`src/rtl/gps_pkg.sv`:
```
// gps_pkg: shared definitions for the GPS round scheduler slice.
//   - scheduler state encoding
//   - captured code widths (C/A 13, P 128, L 128)
//   - default round timeout in clock cycles
package gps_pkg;

  localparam int unsigned CA_W            = 13;
  localparam int unsigned P_W             = 128;
  localparam int unsigned L_W             = 128;
  localparam int unsigned TIMEOUT_DEFAULT = 4096;

  typedef enum logic [2:0] {
    ST_IDLE,
    ST_START,
    ST_CLR,
    ST_WAIT,
    ST_DONE
  } state_t;

endpackage

```
`src/rtl/gps_round_scheduler_if.sv`:
```
// gps_round_scheduler_if: requester-side bus of the GPS round scheduler.
//   req_i     per-requester round request (level, held until ack)
//   req_sv_i  per-requester satellite number, requester k at [k*SV_W +: SV_W]
//   ack_o     one-cycle ack pulse to the granted requester
//   err_o     valid with ack_o, 1 = round timed out
//   gnt_id_o  requester owning the current or last round
//   *_code_o  captured codes, stable from ack until the next capture
//   busy_o    scheduler not idle
// Modports: slave = scheduler side, master = requester side.
interface gps_round_scheduler_if #(
  parameter int unsigned SV_W = 6
);

  logic [1:0]              req_i;
  logic [2*SV_W-1:0]       req_sv_i;
  logic [1:0]              ack_o;
  logic                    err_o;
  logic                    gnt_id_o;
  logic [gps_pkg::CA_W-1:0] ca_code_o;
  logic [gps_pkg::P_W-1:0]  p_code_o;
  logic [gps_pkg::L_W-1:0]  l_code_o;
  logic                    busy_o;

  modport slave (
    input  req_i, req_sv_i,
    output ack_o, err_o, gnt_id_o, ca_code_o, p_code_o, l_code_o, busy_o
  );

  modport master (
    output req_i, req_sv_i,
    input  ack_o, err_o, gnt_id_o, ca_code_o, p_code_o, l_code_o, busy_o
  );

endinterface

```
`src/rtl/gps_rr_arb.sv`:
```
// gps_rr_arb: two-requester round-robin grant.
//   req       request vector
//   last_gnt  requester granted last; the other one wins a tie
//   gnt_valid at least one request present
//   gnt_id    granted requester
module gps_rr_arb (
  input  logic [1:0] req,
  input  logic       last_gnt,
  output logic       gnt_valid,
  output logic       gnt_id
);

  always_comb begin
    gnt_valid = |req;
    gnt_id    = 1'b0;
    if (req == 2'b11) gnt_id = ~last_gnt;
    else              gnt_id = req[1];
  end

endmodule

```
`src/rtl/gps_round_scheduler.sv`:
```
// gps_round_scheduler: arbitrates two requesters for rounds on a GPS code
// core. A round pulses startRound until the stale valid clears, waits for a
// fresh valid, captures the C/A, P and L codes and acks the owner. A
// saturating counter bounds each round; expiry acks with err_o=1 and leaves
// the captured codes untouched.
//   wb_clk_i, wb_rst_ni  clock, synchronous active-low reset
//   bus                  requester bus (slave modport)
//   gps_start_o, gps_sv_o   drive the GPS core's startRound / sv_num
//   gps_ca_i, gps_p_i, gps_l_i, gps_valid_i  GPS core results (synchronised)
module gps_round_scheduler
  import gps_pkg::*;
#(
  parameter int unsigned TIMEOUT_CYCLES = TIMEOUT_DEFAULT,
  parameter int unsigned SV_W           = 6
) (
  input  logic                  wb_clk_i,
  input  logic                  wb_rst_ni,
  gps_round_scheduler_if.slave  bus,
  output logic                  gps_start_o,
  output logic [SV_W-1:0]       gps_sv_o,
  input  logic [CA_W-1:0]       gps_ca_i,
  input  logic [P_W-1:0]        gps_p_i,
  input  logic [L_W-1:0]        gps_l_i,
  input  logic                  gps_valid_i
);

  localparam int unsigned        CNT_W    = $clog2(TIMEOUT_CYCLES) + 1;
  localparam logic [CNT_W-1:0]   CNT_LAST = CNT_W'(TIMEOUT_CYCLES - 1);

  state_t           state;
  logic [CNT_W-1:0] cnt;
  logic             last_gnt;
  logic             arb_valid;
  logic             arb_id;
  logic [SV_W-1:0]  arb_sv;
  logic             timeout;

  gps_rr_arb u_arb (
    .req       (bus.req_i),
    .last_gnt  (last_gnt),
    .gnt_valid (arb_valid),
    .gnt_id    (arb_id)
  );

  assign arb_sv  = arb_id ? bus.req_sv_i[2*SV_W-1:SV_W] : bus.req_sv_i[SV_W-1:0];
  assign timeout = (cnt == CNT_LAST);

  always_ff @(posedge wb_clk_i) begin
    if (!wb_rst_ni) begin
      state         <= ST_IDLE;
      cnt           <= '0;
      last_gnt      <= 1'b1;   // requester 0 wins the first tie
      gps_start_o   <= 1'b0;
      gps_sv_o      <= '0;
      bus.ack_o     <= '0;
      bus.err_o     <= 1'b0;
      bus.gnt_id_o  <= 1'b0;
      bus.busy_o    <= 1'b0;
      bus.ca_code_o <= '0;
      bus.p_code_o  <= '0;
      bus.l_code_o  <= '0;
    end else begin
      bus.ack_o <= '0;
      bus.err_o <= 1'b0;
      // Timeout is only reached in START/CLR/WAIT and always leaves them, so
      // stopping the count at CNT_LAST is the saturation point.
      if ((state == ST_START || state == ST_CLR || state == ST_WAIT) && !timeout)
        cnt <= cnt + CNT_W'(1);

      case (state)
        ST_IDLE: begin
          if (arb_valid) begin
            bus.gnt_id_o <= arb_id;
            last_gnt     <= arb_id;
            gps_sv_o     <= arb_sv;
            cnt          <= '0;
            gps_start_o  <= 1'b1;
            bus.busy_o   <= 1'b1;
            state        <= ST_START;
          end
        end
        ST_START, ST_CLR: begin
          if (timeout) begin
            gps_start_o <= 1'b0;
            bus.ack_o   <= bus.gnt_id_o ? 2'b10 : 2'b01;
            bus.err_o   <= 1'b1;
            state       <= ST_DONE;
          end else if (state == ST_CLR) begin
            state <= ST_WAIT;
          end else if (!gps_valid_i) begin
            gps_start_o <= 1'b0;
            state       <= ST_CLR;
          end
        end
        ST_WAIT: begin
          // A fresh valid beats a coincident timeout.
          if (gps_valid_i) begin
            bus.ca_code_o <= gps_ca_i;
            bus.p_code_o  <= gps_p_i;
            bus.l_code_o  <= gps_l_i;
            bus.ack_o     <= bus.gnt_id_o ? 2'b10 : 2'b01;
            state         <= ST_DONE;
          end else if (timeout) begin
            bus.ack_o <= bus.gnt_id_o ? 2'b10 : 2'b01;
            bus.err_o <= 1'b1;
            state     <= ST_DONE;
          end
        end
        ST_DONE: begin
          bus.busy_o <= 1'b0;
          state      <= ST_IDLE;
        end
        default: state <= ST_IDLE;
      endcase
    end
  end

endmodule

```
`src/flat_wrapper.sv`:
```
// flat-port wrapper written by rule: the top's interface ports become plain ports
module gps_round_scheduler_flat import gps_pkg::*;
#(
  parameter int unsigned TIMEOUT_CYCLES = TIMEOUT_DEFAULT,
  parameter int unsigned SV_W           = 6
)
  (wb_clk_i, wb_rst_ni, gps_start_o, gps_sv_o, gps_ca_i, gps_p_i, gps_l_i, gps_valid_i, bus_req_i, bus_req_sv_i, bus_ack_o, bus_err_o, bus_gnt_id_o, bus_ca_code_o, bus_p_code_o, bus_l_code_o, bus_busy_o);
  gps_round_scheduler_if #(.SV_W(SV_W)) bus_i ();
  input  logic wb_clk_i;
  input  logic wb_rst_ni;
  output logic gps_start_o;
  output logic [SV_W-1:0] gps_sv_o;
  input  logic [CA_W-1:0] gps_ca_i;
  input  logic [P_W-1:0] gps_p_i;
  input  logic [L_W-1:0] gps_l_i;
  input  logic gps_valid_i;
  input wire logic [$bits(bus_i.req_i)-1:0] bus_req_i;
  input wire logic [$bits(bus_i.req_sv_i)-1:0] bus_req_sv_i;
  output wire logic [$bits(bus_i.ack_o)-1:0] bus_ack_o;
  output wire logic [$bits(bus_i.err_o)-1:0] bus_err_o;
  output wire logic [$bits(bus_i.gnt_id_o)-1:0] bus_gnt_id_o;
  output wire logic [$bits(bus_i.ca_code_o)-1:0] bus_ca_code_o;
  output wire logic [$bits(bus_i.p_code_o)-1:0] bus_p_code_o;
  output wire logic [$bits(bus_i.l_code_o)-1:0] bus_l_code_o;
  output wire logic [$bits(bus_i.busy_o)-1:0] bus_busy_o;
  assign bus_i.req_i = bus_req_i;
  assign bus_i.req_sv_i = bus_req_sv_i;
  assign bus_ack_o = bus_i.ack_o;
  assign bus_err_o = bus_i.err_o;
  assign bus_gnt_id_o = bus_i.gnt_id_o;
  assign bus_ca_code_o = bus_i.ca_code_o;
  assign bus_p_code_o = bus_i.p_code_o;
  assign bus_l_code_o = bus_i.l_code_o;
  assign bus_busy_o = bus_i.busy_o;
  gps_round_scheduler #(.TIMEOUT_CYCLES(TIMEOUT_CYCLES), .SV_W(SV_W)) u_core (.wb_clk_i(wb_clk_i), .wb_rst_ni(wb_rst_ni), .bus(bus_i), .gps_start_o(gps_start_o), .gps_sv_o(gps_sv_o), .gps_ca_i(gps_ca_i), .gps_p_i(gps_p_i), .gps_l_i(gps_l_i), .gps_valid_i(gps_valid_i));
endmodule
```
`config.mk`:
```
export PLATFORM = sky130hd
export DESIGN_NAME = gps_round_scheduler_flat
export DESIGN_NICKNAME = d
export VERILOG_FILES = /design/src/rtl/gps_pkg.sv /design/src/rtl/gps_round_scheduler_if.sv /design/src/rtl/gps_rr_arb.sv /design/src/rtl/gps_round_scheduler.sv /design/src/flat_wrapper.sv
export SDC_FILE = /design/constraint.sdc
export NUM_CORES = 1
export LEC_CHECK = 0
export CELL_PAD_IN_SITES_DETAIL_PLACEMENT = 0
export CELL_PAD_IN_SITES_GLOBAL_PLACEMENT = 1
export CORE_AREA = 2 2 221 223
export CTS_CLUSTER_DIAMETER = 150
export DETAILED_ROUTE_END_ITERATION = 10
export DIE_AREA = 0 0 223 225
export GPL_ROUTABILITY_DRIVEN = 0
export PLACE_DENSITY_LB_ADDON = 0.1
export RECOVER_POWER = 50
export SYNTH_ARGS = -nofsm -noshare
export SYNTH_HDL_FRONTEND = slang
export SYNTH_SLANG_ARGS = --single-unit
```
`constraint.sdc`:
```
create_clock -name wb_clk_i -period 1.68 [get_ports wb_clk_i]
set_input_delay 0.252 -clock wb_clk_i [delete_from_list [all_inputs] [get_ports wb_clk_i]]
set_output_delay 0.252 -clock wb_clk_i [all_outputs]
set_load 0.02 [all_outputs]
```
==> flow_metrics.tcl <==
set metrics [dict create \
    status "completed" \
    top_usage_layer "met2" \
    synth_edf_count 0 \
    pre_cts_slack_ns -0.182 \
    swShare_pct 24.6 \
    hold_path.class "primary input to register" \
    critPathLaunchType "register" \
    setup_ws_ns 0.0886 \
    cp_num_cells 6 \
    hp-start "gps_l_i[62]" \
    reg2reg_from "u_core.cnt[1]" \
    skew_ns 0.00650 \
    syn2layout_area_growth_pct 71.3 \
    holdBufCountCts 0 \
    power_frac_seq_pct 40.1 \
    grtUsageMet1_pct 19.3 \
    power.leakage_nw 7.76 \
    met3_usage_pct 6.04 \
    finalMaxSlewViolations 0 \
    vias 10835 \
    maxCapViolations 0 \
    fillCellCount 4966 \
    reg2reg_setup_slack_ns 0.09 \
    clk_pin_slew_ns 0.06 \
    grtUsageMet2_pct 29.9 \
    firstDrtPassIters 6 \
    reg2reg_to "u_core.gps_start_o" \
    grt_pass1_vias 10621 \
    antenna_found_initial 10 \
    cts_tree "built" \
    dp_hpwl_um 34200 \
    drive_gt1_share_pct 7.57 \
    crit_path_start "u_core.cnt[1]" \
    ios 567 \
    finalWirelength_um 45000 \
    cp_max_fo 10 \
    crit_path_end_kind "register" \
    setup_viol 0 \
    path_cells "ha_1 -> nand2_1 -> nor4b_4 -> buf_6 -> or4b_1 -> a31oi_1" \
    combPwrFrac_pct 13.8 \
    clkPwrFrac_pct 46.1 \
    cts_root_buf "clkbuf_16" \
    numClockSinks 298 \
    cp-endpoint "u_core.gps_start_o" \
    tightest_slew_ns 0.377 \
    grt_pass1_wl_um 66200 \
    core.rowCount 80 \
    p_sw_w 0.00457 \
    via_per_inst 4.25 \
    grt_max_degree 53 \
    clock_latency_ns 0.54 \
    power_density_nw_per_um2 1010 \
    start_util_pct 22.5 \
    wl_per_cell_um 17.6 \
    cp_top_family "simple AND/OR/NAND/NOR gates" \
    synth_area_um2 10700 \
    slowest_delay_ns 0.49 \
    clock.fmax_ghz 0.628 \
    worst-path-buf-inv 1 \
    p_total_w 0.0186 \
    netlist_instances 1316 \
    ir_drop_mv 0.617 \
    synthDistinctLibCells 52 \
    cts_buffer_depth 3 \
    synthArstFlopShare_pct 0 \
    required_ns 2.15 \
    fp.dieH_um 225 \
    ys.flop_type "dfxtp_1" \
    cp.arrival_ns 2.06 \
    grt_util_all_layers_pct 17.2 \
    h-tree-depth 2 \
    drt_iter0_markers 450 \
    slew_headroom_pct 74.9 \
    r2r_cells 6 \
    fin_nets 2190 \
    die_w_um 223 \
    dieArea_um2 50200 \
    critPathKind "register to register" \
    fin_crit_sh_pct 94.7 \
    hold_viol_final 0 \
    rsz0062_at_grt "false" \
    yosys_register_bits 298 \
    core_um2 47500 \
    power.internal_w 0.0141 \
    fin_crit_ns 1.59 \
    yosysSeqAreaShare_pct 55.6 \
    numCtsBuffers 39 \
    ant_nets 0 \
    port_buffers 566 \
    postSynthAreaPerCell_um2 8.15 \
    syn_nets 1603 \
    gr-total-overflow 0 \
    ys_warn_count 0 \
    cp_slowest_cell "or4b_1" \
    drc 0 \
]
layout by cell type (no fill, tap or decap), types with 8 or more instances in the layout:
master	n
nand2_1	548
dfxtp_1	298
clkdlybuf4s50_1	285
dlygate4sd2_1	281
a21oi_1	279
clkbuf_16	41
buf_4	34
buf_12	22
clkbuf_1	12
nor2_1	11
clkbuf_8	9
o21ai_0	8
cells by family after synthesis:
logic type	count (synthesis)	share of synthesized area [%]
simple gates	601	22.5
flops	298	55.6
xor+xnor	1	0.0817
fa+ha+maj	1	0.117
mux	7	0.665
buf+inv	98	5.75
compound gates	310	15.2
power by group through the flow:
stage | registers [W] | logic, W | clock network, W
2_1_floorplan | 0.00791 | 0.000868 | 0
3_3_place_gp | 0.00762 | 0.00281 | 0
3_5_place_dp | 0.00763 | 0.00281 | 0
4_1_cts | 0.00747 | 0.00266 | 0.00895
5_1_grt | 0.00750 | 0.00278 | 0.00919
6_report | 0.00747 | 0.00257 | 0.00859
synthesized netlist by cell type, drive strengths merged, types with 2 or more instances:
library cell	n	area share (%)
a211oi	6	0.42
a21oi	279	13
and2	3	0.19
and2b	2	0.15
and3	5	0.34
buf	65	4.6
clkbuf	31	1.1
dfxtp	298	56
inv	2	0.070
mux2i	6	0.56
nand2	548	19
nand3	5	0.35
nand3b	2	0.14
nand4	4	0.29
nor2	12	0.49
nor3	6	0.33
o21a	7	0.49
o21ai	8	0.37
o21ba	2	0.25
o31ai	2	0.14
or2	3	0.18
or3	4	0.23
or4	2	0.14
per-stage QoR:
| step | util [%] | area, um^2 | hold WS (ns) | cells | TNS, ns |
|---|---|---|---|---|---|
| 2_1_floorplan | - | 10700 | 0.328 | 1316 | 0 |
| 3_3_place_gp | 36.8 | 17500 | 0.439 | 2476 | -21.31 |
| 3_5_place_dp | 36.8 | 17500 | 0.444 | 2476 | -27.82 |
| 4_1_cts | 38.8 | 18500 | 0.212 | 2542 | 0 |
| 5_1_grt | 38.6 | 18400 | 0.242 | 2548 | 0 |
| 6_report | 38.6 | 18400 | 0.257 | 2549 | 0 |
sequential cells by signal, indices dropped and copies added (netlist names):
register,count
u_core.last_gnt,1
u_core.bus.l_code_o,128
u_core.cnt,13
u_core.bus.ca_code_o,13
u_core.gps_start_o,1
u_core.bus.err_o,1
u_core.bus.ack_o,2
u_core.state,3
u_core.gps_sv_o,6
u_core.bus.p_code_o,128
u_core.bus.busy_o,1
u_core.bus.gnt_id_o,1
layout make-up:
cell class                      count  area, um^2  share of cell area [%]
Sequential cell                   298        5970                    32.5
Inverter                            2        15.0                  0.0818
Clock buffer                       56        1170                    6.39
Timing Repair Buffer              642        6140                    33.4
Tap cell                          615         769                    4.19
Multi-Input combinational cell    920        4140                    22.5
Antenna cell                        6        15.0                  0.0818
Clock inverter                     10         150                   0.818
routing by layer:
metal  wire, um  share of wire, %
met2      22000                49
met5         51              0.11
met4       1310               2.9
met1      18000                40
met3       3530               7.8
worst min-delay path by stage:
stage,end,cells after the start
floorplan,u_core.last_gnt,1
global placement,u_core.bus.l_code_o[127],2
detailed placement,u_core.bus.p_code_o[19],2
CTS,u_core.bus.l_code_o[97],3
global route,u_core.bus.p_code_o[21],3
finish,u_core.bus.l_code_o[62],3
what timing repair did:
action,CTS,global route
gates resized for setup,281,1
setup buffers,0,1
pin swaps,0,1
setup endpoints to repair,281,4
worst min-delay path: cells and delay by family:
kind	cells	cell delay, ns
AO/OA/AOI/OAI	1	0.05
buffers and inverters	1	0.39
AND/OR/NAND/NOR	1	0.05
(Power assumes the default switching activity.)
